$ cat src/rtl/alu_seq_ctrl.sv
// alu_seq_ctrl: request/response sequencer in front of a combinational 8-bit ALU.
// Owns the shift-carry (SC) register and expands LSH by N into N single-bit
// ALU LSH steps. Results are held in RESP until the consumer takes them.
// Optional macro ALU_SEQ_OVERLAP_EN: accept a new request on the same edge as
// the response handshake (RESP -> EXEC), giving 1 result per 2 cycles.
module alu_seq_ctrl #(
  parameter int   DW       = 8,
  parameter logic SC_INIT  = 1'b0,
  parameter logic LSH_FILL = 1'b0
) (
  input  logic          Clk,
  input  logic          Reset,
  input  logic          ReqValid,
  output logic          ReqReady,
  input  logic [DW-1:0] ReqA,
  input  logic [DW-1:0] ReqB,
  input  logic [3:0]    ReqOp,
  input  logic [2:0]    ReqImm,
  output logic [DW-1:0] AluA,
  output logic [DW-1:0] AluB,
  output logic [3:0]    AluOp,
  output logic          AluSC,
  output logic [2:0]    AluImm,
  input  logic [DW-1:0] AluOut,
  input  logic          AluZero,
  input  logic          AluOutBit,
  input  logic          AluParity,
  output logic          RspValid,
  input  logic          RspReady,
  output logic [DW-1:0] RspData,
  output logic          RspZero,
  output logic          RspFlag,
  output logic          SC,
  output logic          Busy
);

  localparam logic [3:0] OP_ADD  = 4'b0000;
  localparam logic [3:0] OP_LSH  = 4'b0001;
  localparam logic [3:0] OP_XOR  = 4'b0010;
  localparam logic [3:0] OP_CPY  = 4'b0101;
  localparam logic [3:0] OP_GETB = 4'b0110;
  localparam logic [3:0] OP_SETB = 4'b1000;

  typedef enum logic [1:0] {S_IDLE, S_EXEC, S_RESP} state_t;

  state_t        state, state_nxt;
  logic [DW-1:0] op_a, op_b, acc;
  logic [3:0]    op;
  logic [2:0]    imm;
  logic [2:0]    cnt;
  logic          sc;
  logic [DW-1:0] rsp_data;
  logic          rsp_zero, rsp_flag;
  logic          accept, lsh_step, last_step;
  logic [DW:0]   add_sum;

  assign accept    = ReqValid & ReqReady;
  // Only LSH with a non-zero count runs real shift steps; LSH by 0 is a copy.
  assign lsh_step  = (op == OP_LSH) && (imm != 3'd0);
  assign last_step = (cnt == 3'd1);
  assign add_sum   = {1'b0, op_a} + {1'b0, op_b};

  assign RspValid = (state == S_RESP);
  assign Busy     = (state != S_IDLE);
  assign RspData  = rsp_data;
  assign RspZero  = rsp_zero;
  assign RspFlag  = rsp_flag;
  assign SC       = sc;
  assign AluA     = lsh_step ? acc : op_a;
  assign AluB     = op_b;
  assign AluImm   = imm;
  assign AluSC    = lsh_step ? LSH_FILL : sc;

  // Opcode steering: LSH-by-0 and undefined opcodes run as a plain copy.
  always_comb begin
    AluOp = OP_CPY;
    if (lsh_step)
      AluOp = OP_LSH;
    else if (op != OP_LSH && op <= OP_SETB)
      AluOp = op;
  end

  // Request acceptance and next-state selection.
  always_comb begin
`ifdef ALU_SEQ_OVERLAP_EN
    ReqReady = ((state == S_IDLE) || ((state == S_RESP) && RspReady)) && !Reset;
`else
    ReqReady = (state == S_IDLE) && !Reset;
`endif
    state_nxt = state;
    case (state)
      S_IDLE:  if (accept) state_nxt = S_EXEC;
      S_EXEC:  if (last_step) state_nxt = S_RESP;
      S_RESP:  if (RspReady) state_nxt = accept ? S_EXEC : S_IDLE;
      default: state_nxt = S_IDLE;
    endcase
  end

  // State register.
  always_ff @(posedge Clk or posedge Reset) begin
    if (Reset) state <= S_IDLE;
    else       state <= state_nxt;
  end

  // Operand capture, shift sequencing, SC update and result holding.
  always_ff @(posedge Clk or posedge Reset) begin
    if (Reset) begin
      op_a     <= '0;
      op_b     <= '0;
      op       <= '0;
      imm      <= '0;
      acc      <= '0;
      cnt      <= '0;
      sc       <= SC_INIT;
      rsp_data <= '0;
      rsp_zero <= 1'b0;
      rsp_flag <= 1'b0;
    end else if (accept) begin
      op_a <= ReqA;
      op_b <= ReqB;
      op   <= ReqOp;
      imm  <= ReqImm;
      acc  <= ReqA;
      cnt  <= (ReqOp == OP_LSH && ReqImm != 3'd0) ? ReqImm : 3'd1;
    end else if (state == S_EXEC) begin
      cnt <= cnt - 3'd1;
      if (lsh_step) begin
        acc <= AluOut;
        sc  <= acc[DW-1];
        if (last_step) begin
          rsp_data <= AluOut;
          rsp_zero <= (AluOut == '0);
          rsp_flag <= 1'b0;
        end
      end else begin
        rsp_data <= AluOut;
        rsp_zero <= AluZero;
        rsp_flag <= (op == OP_XOR) ? AluParity :
                    (op == OP_GETB) ? AluOutBit : 1'b0;
        if (op == OP_ADD)
          sc <= add_sum[DW];
        else if (op == OP_GETB)
          sc <= AluOutBit;
      end
    end
  end

endmodule
$ cat config.mk
export PLATFORM = sky130hd
export DESIGN_NAME = alu_seq_ctrl
export DESIGN_NICKNAME = d
export VERILOG_FILES = /design/src/rtl/alu_seq_ctrl.sv
export SDC_FILE = /design/constraint.sdc
export NUM_CORES = 1
export LEC_CHECK = 0
export ABC_AREA = 1
export CORE_UTILIZATION = 42
export DETAILED_ROUTE_END_ITERATION = 6
export PLACE_DENSITY_LB_ADDON = 0.1
export SYNTH_ARGS = -nofsm -noshare
export SYNTH_HDL_FRONTEND = slang
export SYNTH_SLANG_ARGS = --single-unit
$ cat constraint.sdc
create_clock -name Clk -period 1.25 [get_ports Clk]
set_input_delay 0.125 -clock Clk [delete_from_list [all_inputs] [get_ports Clk]]
set_output_delay 0.125 -clock Clk [all_outputs]
set_load 0.01 [all_outputs]
## Word level (Yosys, flattened, before mapping)

Index checks and enable logic that the tools add are counted.

- Flip-flop bits (word level): 47
- Logic and storage cells: 72
- Output and inout bits: 38
- Bits of input ports: 38

- Bitwise operators: 2
- Magnitude comparators: 1
- Multiplexer cells: 26
- $add $sub $neg: 2
- Equal/unequal tests: 12
- Reductions and logical operators: 18

Operator list:

| cell | count |
|---|---|
| $mux 8 | 6 |
| $mux 1 | 11 |
| $add 8x8->9 | 1 |
| $mux 3 | 3 |
| $reduce_and 3->1 | 3 |
| $reduce_bool 3->1 | 3 |
| $eq 4x1->1 const B | 2 |
| $logic_not 8->1 | 1 |
| $mux 4 | 2 |
| $mux 2 | 3 |
| $pmux 2 s3 | 1 |
| $reduce_bool 2->1 | 3 |
| $eq 4x2->1 const B | 1 |
| $eq 4x3->1 const B | 1 |
| $le 4x4->1 const B | 1 |
| $logic_and 1x1->1 | 4 |
| $logic_not 4->1 | 1 |
| $ne 2x1->1 const B | 2 |
| $ne 2x2->1 const B | 2 |
| $ne 4x1->1 const B | 1 |
| $eq 3x1->1 const B | 1 |
| $sub 3x1->3 const B | 1 |
| $eq 2x1->1 const B | 1 |
| $eq 2x2->1 const B | 1 |
| 5 further kinds | 5 |

## Depth between registers and ports, before layout

Gate-level depths: netlist (run 1).

- Word-level depth: 6
- Gate-level depth with buffers: 10
- Depth with buffers taken out: 9

## Worst setup path before layout (run 1)

OpenSTA, ideal clock, no wires.

- Path type: input to register
- Start: input port Reset
- End: register cnt[1]
- Buffers on the path: 1
- Stages on the path: 6
- Required time: 1.130 ns
- Data arrival time: 1.897 ns
- Library setup time: 0.120 ns
- Setup slack: -0.767 ns
- Path through: inv_1 nand3_2 buf_2 nand2_1 o21a_1 a21oi_1

- Cells in the longest elaborated chain, start to end: 4
- Elaborated cells on any way between the ends: 5
- Those cells by class: mux (1); bitwise (1); reduce/logical (3)

Ends and longest elaborated chain:

| item | RTL line | RTL |
|---|---|---|
| start, declared | 12 | `input logic Reset,` |
| $logic_not 1->1 (no line) * | -- |  |
| $logic_and 1x1->1 * | 88 | `ReqReady = (state == S_IDLE) && !Reset;` |
| $and 1x1->1 * | 57 | `assign accept = ReqValid & ReqReady;` |
| $mux 3 or $reduce_bool 2->1 (tied branches) | -- |  |
| end signal, assigned | 124 | `cnt <= (ReqOp == OP_LSH && ReqImm != 3'd0) ? ReqImm : 3'd1;` |
| end signal, assigned | 126 | `cnt <= cnt - 3'd1;` |
| end, declared | 50 | `logic [2:0] cnt;` |

Mark *: on every way between the ends. The rest lies on a longest branch, timed or not.
A chain may end at the register's enable or synchronous reset.

## Worst setup path in the final report (run 1)

- Start: register op[0]
- End: output port AluOp[0]

- Cells in the longest elaborated chain, start to end: 4
- Elaborated cells on any way between the ends: 7
- Those cells by class: order compare (1); eq/ne (2); mux (2); reduce/logical (2)

Ends and longest elaborated chain:

| item | RTL line | RTL |
|---|---|---|
| start, declared | 48 | `logic [3:0] op;` |
| start signal, assigned | 121 | `op <= ReqOp;` |
| $le 4x4->1 or $ne 4x1->1 (tied branches) | 79 | `else if (op != OP_LSH && op <= OP_SETB)` |
| $logic_and 1x1->1 | 79 |  |
| $mux 4 | 79 |  |
| $mux 4 * | 77 | `if (lsh_step)` |
| end, declared | 21 | `output logic [3:0] AluOp,` |

Marked as above.

==> results of run 1 <==
[how the worst max path moves through the flow]
stage | startpoint | to | depth (start not counted)
global placement | op[1]$_DFFE_PP0P_ | AluA[4] | 7
detailed placement | op[1]$_DFFE_PP0P_ | AluA[7] | 7
global route | op[0]$_DFFE_PP0P_ | AluOp[0] | 6
floorplan | Reset | cnt[0]$_DFFE_PP0P_ | 8
CTS | op[3]$_DFFE_PP0P_ | AluOp[0] | 6
finish | op[0]$_DFFE_PP0P_ | AluOp[0] | 6
[layer usage]
| metal | up-vias | wire (um) | GRT usage [%] |
|---|---|---|---|
| met1 | 1212 | 3111 | 31.23 |
| met5 | - | 0 | 0 |
| met4 | 0 | 77 | 8.333 |
| met2 | 57 | 3753 | 39.22 |
| li1 | 1238 | - | - |
| met3 | 6 | 268 | 4.419 |
[sequential cells by signal, indices dropped and copies added, names as in the netlist]
signal / count
cnt: 3
state: 2
AluImm: 3
acc: 8
RspData: 8
op: 4
AluB: 8
RspZero: 1
SC: 1
op_a: 8
RspFlag: 1
[placed cells by master (no fill, tap or decap), types with 8 or more instances in the layout]
cell / Yosys / final
clkdlybuf4s50_1: 0 / 37
nand2_4: 0 / 14
buf_6: 3 / 23
inv_2: 6 / 10
nor2_1: 14 / 9
nand2_1: 99 / 63
inv_1: 39 / 32
o21ai_0: 25 / 8
nand2_2: 3 / 25
o21ai_2: 8 / 21
buf_4: 1 / 33
buf_2: 6 / 12
o21ai_1: 4 / 8
dlygate4sd2_1: 0 / 16
dfrtp_1: 47 / 47
[critical path, delay by kind of cell (launching register included)]
kind,cells,cell delay [ns]
AO/OA/AOI/OAI,1,0.11
flip-flops,1,0.43
buffers and inverters,2,0.21
AND/OR/NAND/NOR,3,0.50
[cell usage after synthesis]
cell	instances	area, um^2
inv_1	39	146.4
nor2_1	14	52.55
or2_2	1	6.260
buf_2	6	30.03
nand2_2	3	18.77
dfrtp_1	47	1176
inv_4	1	6.260
nor2_2	1	6.260
nor2_4	1	11.26
o21ai_4	2	32.53
o21ai_1	4	20.02
ha_1	9	112.6
xnor2_1	1	8.760
nor3_1	2	10.01
nand2_1	99	371.6
nand3_2	1	10.01
nand3_1	10	50.05
o31ai_1	1	7.510
o22ai_1	2	12.51
inv_2	6	22.52
a21oi_1	5	25.02
o21a_1	1	7.510
buf_4	1	7.510
buf_6	3	33.78
o21ai_0	25	125.1
o21ai_2	8	70.07
nand4_1	6	37.54
o211ai_1	5	37.54
o21bai_1	1	7.510
[logic make-up (layout without fill, tap and decap cells)]
logic type               Yosys count  count (layout)  synth area share [%]
AO/OA/AOI/OAI                     54              54                 14.02
XOR/XNOR                           1               1                0.3556
adder cells (fa/ha/maj)            9               9                 4.571
buffers and inverters             56             190                 10.01
flip-flops                        47              47                 47.74
AND/OR/NAND/NOR                  138             138                 23.31
[per-stage QoR]
| stage | TNS, ns | util (%) | total power [mW] | area (um^2) |
|---|---|---|---|---|
| floorplan | -13.19 | - | 5.723 | 2557 |
| global route | -12.98 | 75.67 | 10.89 | 4218 |
| detailed placement | -13.96 | 66.29 | 8.388 | 3695 |
| global placement | -12.61 | 66.29 | 8.258 | 3695 |
| CTS | -7.726 | 71.07 | 9.573 | 3961 |
| finish | -8.934 | 75.67 | 10.11 | 4218 |
[repair_timing]
item,CTS,global route
buffers inserted,8,3
pin swaps,11,15
setup endpoints to repair,83,65
cloned,2,2
gates resized for setup,136,75
[final cells by class]
type	instances	share of cell area [%]
inverter	46	4.657
clock buffer	6	1.958
multi-input combinational	202	32.42
timing repair inverter	3	0.9789
sequential	47	27.88
tap	72	2.136
clock inverter	1	0.1187
timing repair buffer	134	29.84
[power groups by stage]
stage | Combinational (mW) | Sequential, mW | Clock, mW
after floorplan | 2.84 | 2.88 | 0
after global placement | 5.53 | 2.72 | 0
after detailed placement | 5.65 | 2.74 | 0
after CTS | 5.86 | 2.76 | 0.954
after global routing | 7.00 | 2.87 | 1.01
final | 6.38 | 2.79 | 0.943
==> results.sh, run 1 <==
export IMPL_status="complete, but fails checks"
export IMPL_violations="negative setup slack"
export IMPL_n_antenna_cell=0
export IMPL_clk_path_buf_depth=2
export IMPL_grt_pass1_wl_um=11300
export IMPL_p_seq_share_pct=27.6
export IMPL_firstDrtPassIters=4
export IMPL_clk_pin_slew_ns=0.09
export IMPL_intPower_mw=5.846
export IMPL_maxClockFrequency_mhz=598.1
export IMPL_viasPerCell=4.918
export IMPL_clock_latency_ns=0.30
export IMPL_synth_seq_cells=47
export IMPL_cts_tree="done"
export IMPL_hpwl_um=4730
export IMPL_grt_max_degree=48
export IMPL_reg2reg_from="op[1]$_DFFE_PP0P_"
export IMPL_die_height_um=78.59
export IMPL_rows=27
export IMPL_drc=0
export IMPL_whs_ns=0.3700
export IMPL_r2r_slack_ns=-0.27
export IMPL_cts_sinks=47
export IMPL_start_util_pct=44.20
export IMPL_yosysWarnings=0
export IMPL_report_final_slew_viol_count=0
export IMPL_io_buffers=75
export IMPL_cts_root_buf="clkbuf_8"
export IMPL_synth_cell_types=29
export IMPL_die_area_mm2=0.006176
export IMPL_die_x_um=78.59
export IMPL_avgSynthCellArea_um2=8.077
export IMPL_max_slew_margin_rel_pct=59.10
export IMPL_place_inst=490
export IMPL_endpoint_kind="primary output"
export IMPL_worst_pin_slew_ns=0.6135
export IMPL_netlist_instances=305
export IMPL_cpMaxStageDelayCell="dfrtp_1"
export IMPL_hold_path_depth=3
export IMPL_hold_viol=0
export IMPL_cts_hold_buf=0
export IMPL_fin_nets=486
export IMPL_holdPathEnd="AluB[4]$_DFFE_PP0P_"
export IMPL_path_max_fanout=3
export IMPL_vias=2513
export IMPL_io_pins=76
export IMPL_area_growth_pct=71.20
export IMPL_cpPeakStageDelay_ns=0.43
export IMPL_cts_buffers=5
export IMPL_reg2reg_to="acc[0]$_DFFE_PP0P_"
export IMPL_finalSetupViolCount=40
export IMPL_netSwitchingFraction_pct=42.17
export IMPL_ys_seq_area_share_pct=47.74
export IMPL_seqCellArea_mm2=0.001176
export IMPL_fin_skew_ns=0.003788
export IMPL_drive_gt1_share_pct=41.46
export IMPL_holdCritStartpoint="ReqB[4]"
export IMPL_p_leak_nw=2.144
export IMPL_path_cells="inv_2 > nand2_2 > nor3_4 > o22ai_2 > or2_4 > buf_6"
export IMPL_switching_power_mw=4.264
export IMPL_cp_data_arrival_time_ns=1.55
export IMPL_p_comb_share_pct=63.1
export IMPL_core_area_mm2=0.005574
export IMPL_min_period_over_period_pct=133.7
export IMPL_final_cells=511
export IMPL_place_congestion=0.8396
export IMPL_hp_class="input pin to flip-flop"
export IMPL_drt_iter0_drc=141
export IMPL_ant_nets=0
export IMPL_syn_nets=352
export IMPL_layout_min_cycle_time_ns=1.672
export IMPL_synth_area_mm2=0.002464
export IMPL_fillers=417
export IMPL_antenna_found_initial=0
export IMPL_dp_slack_ns=-0.4761
export IMPL_grt_pass1_vias=2372
export IMPL_p_per_area_mw_per_mm2=2397
export IMPL_multi_input_area_mm2=0.001368
export IMPL_gr_total_overflow=0
export IMPL_grt_usage_pct=23.83
export IMPL_setup_worst_path_start_class="flip-flop"
export IMPL_wl_um=7210
export IMPL_setup_slack_ns=-0.4219
export IMPL_critPathRequiredTime_ns=1.12
export IMPL_htreeDepth=2
export IMPL_crit_type="flip-flop to primary output"
export IMPL_worst_r2r_path_depth=9
export IMPL_wire_per_inst_um=14.11
export IMPL_rsz0062_at_grt="true"
export IMPL_p_clk_share_pct=9.3
export IMPL_maxCapViolCount=0
export IMPL_ir_drop_v=0.001554
Note: power is estimated with default switching activity, not from simulation.
==> run 2, diff against run 1 <==
Settings changed: CAP_MARGIN set to 20.
==> results of run 2 <==
Final layout, timing and power as in run 1 (identical DEF).
